`src/rtl/rv_mc_control.sv`:
```
// Main control FSM of the rv_mc multi-cycle RV32I core: sequences the shared datapath and
// unified memory per instruction, and keeps saturating cycle and retired-instruction counters.
module rv_mc_control #(
  parameter int CNT_W = 32
) (
  input  logic             clock,
  input  logic             rst,
  input  logic [6:0]       op,
  input  logic [2:0]       funct3,
  input  logic             funct7b5,
  input  logic             zero,
  input  logic             mem_ready,
  output logic             pc_write,
  output logic             adr_src,
  output logic             mem_write,
  output logic             ir_write,
  output logic [1:0]       result_src,
  output logic [1:0]       alu_src_a,
  output logic [1:0]       alu_src_b,
  output logic [2:0]       alu_control,
  output logic [1:0]       imm_src,
  output logic             reg_write,
  output logic             retire,
  output logic             halted,
  output logic [CNT_W-1:0] cycle_count,
  output logic [CNT_W-1:0] instr_count
);

  localparam logic [6:0] OP_LW  = 7'b0000011;
  localparam logic [6:0] OP_SW  = 7'b0100011;
  localparam logic [6:0] OP_R   = 7'b0110011;
  localparam logic [6:0] OP_I   = 7'b0010011;
  localparam logic [6:0] OP_BEQ = 7'b1100011;
  localparam logic [6:0] OP_JAL = 7'b1101111;

  localparam logic [2:0] ALU_ADD = 3'b000;
  localparam logic [2:0] ALU_SUB = 3'b001;
  localparam logic [2:0] ALU_AND = 3'b010;
  localparam logic [2:0] ALU_OR  = 3'b011;
  localparam logic [2:0] ALU_SLT = 3'b101;

  localparam logic [1:0] SRCA_PC    = 2'b00;
  localparam logic [1:0] SRCA_OLDPC = 2'b01;
  localparam logic [1:0] SRCA_RD1   = 2'b10;
  localparam logic [1:0] SRCB_RD2   = 2'b00;
  localparam logic [1:0] SRCB_IMM   = 2'b01;
  localparam logic [1:0] SRCB_FOUR  = 2'b10;

  localparam logic [1:0] RES_ALUOUT = 2'b00;
  localparam logic [1:0] RES_DATA   = 2'b01;
  localparam logic [1:0] RES_ALURES = 2'b10;

  typedef enum logic [3:0] {
    FETCH    = 4'd0,
    DECODE   = 4'd1,
    MEMADR   = 4'd2,
    MEMREAD  = 4'd3,
    MEMWB    = 4'd4,
    MEMWRITE = 4'd5,
    EXECUTER = 4'd6,
    EXECUTEI = 4'd7,
    ALUWB    = 4'd8,
    BEQ      = 4'd9,
    JAL      = 4'd10,
    TRAP     = 4'd11
  } state_t;

  state_t           state_q, state_d;
  logic [CNT_W-1:0] cycle_count_q, cycle_count_d;
  logic [CNT_W-1:0] instr_count_q, instr_count_d;

  logic pc_update;
  logic branch;
  logic retire_raw;

  // Unsupported funct3 values fall back to add rather than trapping.
  function automatic logic [2:0] alu_decode(input logic [2:0] f3, input logic sub_en);
    logic [2:0] ctl;
    ctl = ALU_ADD;
    unique case (f3)
      3'b000:  ctl = sub_en ? ALU_SUB : ALU_ADD;
      3'b010:  ctl = ALU_SLT;
      3'b110:  ctl = ALU_OR;
      3'b111:  ctl = ALU_AND;
      default: ctl = ALU_ADD;
    endcase
    return ctl;
  endfunction

  function automatic logic [CNT_W-1:0] sat_inc(input logic [CNT_W-1:0] v);
    return (&v) ? v : v + CNT_W'(1);
  endfunction

  function automatic logic [1:0] imm_decode(input logic [6:0] opcode);
    logic [1:0] sel;
    sel = 2'b00;
    unique case (opcode)
      OP_SW:   sel = 2'b01;
      OP_BEQ:  sel = 2'b10;
      OP_JAL:  sel = 2'b11;
      default: sel = 2'b00;
    endcase
    return sel;
  endfunction

  always_ff @(posedge clock) begin
    if (!rst) begin
      state_q       <= FETCH;
      cycle_count_q <= '0;
      instr_count_q <= '0;
    end else begin
      state_q       <= state_d;
      cycle_count_q <= cycle_count_d;
      instr_count_q <= instr_count_d;
    end
  end

  always_comb begin
    state_d     = state_q;
    pc_update   = 1'b0;
    branch      = 1'b0;
    retire_raw  = 1'b0;
    adr_src     = 1'b0;
    mem_write   = 1'b0;
    ir_write    = 1'b0;
    result_src  = RES_ALUOUT;
    alu_src_a   = SRCA_PC;
    alu_src_b   = SRCB_RD2;
    alu_control = ALU_ADD;
    reg_write   = 1'b0;
    halted      = 1'b0;
    unique case (state_q)
      FETCH: begin
        adr_src    = 1'b0;
        alu_src_a  = SRCA_PC;
        alu_src_b  = SRCB_FOUR;
        result_src = RES_ALURES;
        ir_write   = mem_ready;
        pc_update  = mem_ready;
        if (mem_ready) state_d = DECODE;
      end
      DECODE: begin
        // Branch target is computed here so BEQ can use ALUOut directly.
        alu_src_a = SRCA_OLDPC;
        alu_src_b = SRCB_IMM;
        unique case (op)
          OP_LW, OP_SW: state_d = MEMADR;
          OP_R:         state_d = EXECUTER;
          OP_I:         state_d = EXECUTEI;
          OP_BEQ:       state_d = BEQ;
          OP_JAL:       state_d = JAL;
          default:      state_d = TRAP;
        endcase
      end
      MEMADR: begin
        alu_src_a = SRCA_RD1;
        alu_src_b = SRCB_IMM;
        state_d   = (op == OP_LW) ? MEMREAD : MEMWRITE;
      end
      MEMREAD: begin
        adr_src    = 1'b1;
        result_src = RES_ALUOUT;
        if (mem_ready) state_d = MEMWB;
      end
      MEMWB: begin
        result_src = RES_DATA;
        reg_write  = 1'b1;
        retire_raw = 1'b1;
        state_d    = FETCH;
      end
      MEMWRITE: begin
        adr_src    = 1'b1;
        result_src = RES_ALUOUT;
        mem_write  = mem_ready;
        retire_raw = mem_ready;
        if (mem_ready) state_d = FETCH;
      end
      EXECUTER: begin
        alu_src_a   = SRCA_RD1;
        alu_src_b   = SRCB_RD2;
        alu_control = alu_decode(funct3, funct7b5);
        state_d     = ALUWB;
      end
      EXECUTEI: begin
        alu_src_a   = SRCA_RD1;
        alu_src_b   = SRCB_IMM;
        alu_control = alu_decode(funct3, 1'b0);
        state_d     = ALUWB;
      end
      ALUWB: begin
        result_src = RES_ALUOUT;
        reg_write  = 1'b1;
        retire_raw = 1'b1;
        state_d    = FETCH;
      end
      BEQ: begin
        alu_src_a   = SRCA_RD1;
        alu_src_b   = SRCB_RD2;
        alu_control = ALU_SUB;
        result_src  = RES_ALUOUT;
        branch      = 1'b1;
        retire_raw  = 1'b1;
        state_d     = FETCH;
      end
      JAL: begin
        // PC <- target from ALUOut while the ALU forms the link address OldPC+4.
        alu_src_a  = SRCA_OLDPC;
        alu_src_b  = SRCB_FOUR;
        result_src = RES_ALUOUT;
        pc_update  = 1'b1;
        state_d    = ALUWB;
      end
      TRAP: begin
        halted  = 1'b1;
        state_d = TRAP;
      end
      default: state_d = FETCH;
    endcase
  end

  // A reset landing on a retire cycle discards that instruction.
  assign retire   = retire_raw & rst;
  assign pc_write = pc_update | (branch & zero);
  assign imm_src  = imm_decode(op);

  always_comb begin
    cycle_count_d = sat_inc(cycle_count_q);
    instr_count_d = retire ? sat_inc(instr_count_q) : instr_count_q;
  end

  assign cycle_count = cycle_count_q;
  assign instr_count = instr_count_q;

endmodule

```
`config.mk`:
```
export PLATFORM = sky130hd
export DESIGN_NAME = rv_mc_control
export DESIGN_NICKNAME = d
export VERILOG_FILES = /design/src/rtl/rv_mc_control.sv
export SDC_FILE = /design/constraint.sdc
export NUM_CORES = 1
export LEC_CHECK = 0
export BUFFER_PORTS_ARGS = -buffer_cell sky130_fd_sc_hd__buf_2
export CORE_ASPECT_RATIO = 1.1
export CORE_UTILIZATION = 30
export CTS_CLUSTER_DIAMETER = 100
export DETAILED_ROUTE_END_ITERATION = 7
export GPL_ROUTABILITY_DRIVEN = 0
export PLACE_DENSITY = 0.48
export SLEW_MARGIN = 20
export SYNTH_ARGS = -nofsm -noshare
export SYNTH_HDL_FRONTEND = slang
export SYNTH_SLANG_ARGS = --single-unit
```
`constraint.sdc`:
```
create_clock -name clock -period 3.55 [get_ports clock]
set_input_delay 0.71 -clock clock [delete_from_list [all_inputs] [get_ports clock]]
set_output_delay 0.71 -clock clock [all_outputs]
set_load 0.01 [all_outputs]
```
==> metrics <==
status=completed; setup tns final=0 ns; share of layout cells above drive strength 1=0.2299; placed inst area=4408 µm²; ANT nets after route=0; worst slew pin tran=0.8150 ns; routed vias/inst=5.413; total CTS buffers=9; largest net degree at the start of global routing=55; htree depth=3; GRT overflow=0; Final Hold Viols=0; Ant. Diodes=0; Final HPWL DP=7526 µm; Worst-Skew Late Latency=0.34 ns; Yosys reg bits=68; Post-Syn Area=3816 µm²; multi-input logic area=2302 µm²; Non-Filler Instances=715; count of cell types in the netlist=56; Syn Inst Count=469; Leakage Power=about 1.8 nW; Post-Syn Area per Cell=8.137 µm²; RSZ-0062 raised after global routing=no; slowest stage delay, CP=0.66 ns; combined buffer and inverter count along the critical path=2; Yosys warning total=0; top-area cell type share of the netlist area=0.3567; Top FF cell, synth=dfxtp_1; Cells after DPL=700; CP Class=reg2out; Die X-Extent=109.5 µm; Final Cycle Share=0.7662; Seq/Total Area, Yosys=0.3567; fin area=4697 µm²; PostCTS Resize Cnt=0; initial antenna violation count=0; final-stage net count=about 570; Worst setup EP type=primary output; cell type with the largest total area after synthesis=dfxtp_1; Die Span Y=about 120 µm; CTS tree=yes; Worst Path Max Fanout=16; Worst EP arrival=2.01 ns; Cell Chain, Critical Path=nand2b_1 -> o21ai_2 -> nand2_1 -> inv_1 -> buf_2; Total Power=roughly 2.0 mW; Final min period=around 2.7 ns; CP Depth=5; Synth async-reset ratio=0; pwr dens=426.8 nW/µm²; EDFF count, synth=0; crit start category=register; Avg WL per Cell=14.91 µm; # setup viols final=0; top post-synthesis cells by count=dfxtp_1 (68), nor2_1 (40), a21oi_1 (38); die area=between 10000 and 15000 µm²; Max Root-Sink Buffers=2; Tightest Hold Check Type=reg2reg; worst path required time=between 2 and 3 ns; number of iterations in the first detailed-routing pass=4; # DRC=0; num rows=42; Rel. slew slack=0.4521; GRT Overall Usage=0.1688; Clock Pin Slew Worst Setup and Hold Paths=0.05 ns; Clock Skews=between 0.004 and 0.005 ns; routed vias=3870; Initial Utilization=0.3130; Post-Route Utilization=0.3853; worst vdd ir=0.3230 mV; initial DRC count=between 200 and 250; critical path's slowest cell=dfxtp_1; vias in the first global route=3543; final WL=about 11000 µm; Top Ports=between 90 and 100; first-pass GRT wire length=roughly 17000 µm; CTS Hold Bufs=0; Sink Count=68; FMAX=about 370 MHz; Post-CTS Setup Inserts=0; Port Buf Inserts=96; Max Slew Vio Count=0; Syn-to-layout area delta=23.08%; count leader, synth=dfxtp_1; CP top delay family=flip-flops; syn_nets=486; WHS Path Cells=2; Reg area=1361 µm²; number of max-cap violations=0; filler cell count=1301; Register-to-Register Path Depth=5; top cells by area, synth=dfxtp_1 (36%), a21oi_1 (5.0%), nor2_1 (3.9%); Core ar.=12190 µm²; Root Buffer=clkbuf_16
==> layer usage <==
metal	vias up	GRT usage	share of wire	wire length (µm)
met5	-	0	0	0
met1	1829	0.2141	0.47	4960
li1	1954	-	-	-
met3	12	0.04798	0.045	481
met2	75	0.2736	0.48	5088
met4	0	0.05333	0.013	134
==> cells by family after synthesis <==
family | synth area share
fa+ha+maj | 0.006556
buf+inv | 0.04000
simple gates | 0.3344
flops | 0.3567
compound gates | 0.1957
xor+xnor | 0.04820
mux | 0.01836
==> registers in the layout, summed over array words and instances, names as in the netlist <==
| register | cells |
|---|---|
| cycle_count | 32 |
| state_q | 4 |
| instr_count | 32 |
==> power breakdown <==
| part | leakage [nW] | internal [mW] | switching [mW] |
|---|---|---|---|
| logic | 1.07 | 0.120 | 0.169 |
| clock network | 0.145 | 0.544 | 0.329 |
| registers | 0.549 | 0.782 | 0.0605 |
| total | 1.77 | 1.45 | 0.559 |
==> cell type report <==
class	count	area share
sequential	68	0.2898
multi-input combinational	366	0.4901
tap	154	0.04102
timing repair buffer	99	0.1071
clock inverter	1	0.001066
clock buffer	14	0.06047
inverter	13	0.01039
==> final timing paths <==
check / from / endpoint / slack, ns
worst max-delay path: state_q[2]$_SDFFE_PN0P_ / retire / 0.83
worst min-delay path: instr_count[13]$_SDFFE_PN0P_ / instr_count[13]$_SDFFE_PN0P_ / 0.49
worst max register to register: state_q[2]$_SDFFE_PN0P_ / instr_count[30]$_SDFFE_PN0P_ / 1.05
worst min register to register: instr_count[13]$_SDFFE_PN0P_ / instr_count[13]$_SDFFE_PN0P_ / 0.49
==> worst min-delay path: cells and delay by family (launching register included) <==
kind	cells	cell delay, ns
simple gates	1	0.06
mux	1	0.05
flops	1	0.32
==> cells in the final DEF, fill, tap and decap left out, types with 9 or more instances in the layout <==
cell       count
a21oi_1       38
and4_1        11
buf_2         96
clkbuf_16      9
dfxtp_1       68
inv_1         12
nand2_1       34
nand2b_1      13
nand3_1       25
nand4_1       16
nor2_1        40
o21ai_0       24
o31ai_1       18
or3_1         16
or4_1         16
xnor2_1       11
xor2_1        10
==> per-stage QoR <==
stage	hold slack, ns	setup WS, ns
after floorplan	0.4945	1.369
after global placement	0.4641	0.9692
after detailed placement	0.4784	0.9204
after CTS	0.4869	0.8110
after global routing	0.5291	0.6331
final	0.4856	0.8299
Power figures use the tool's default switching activity.
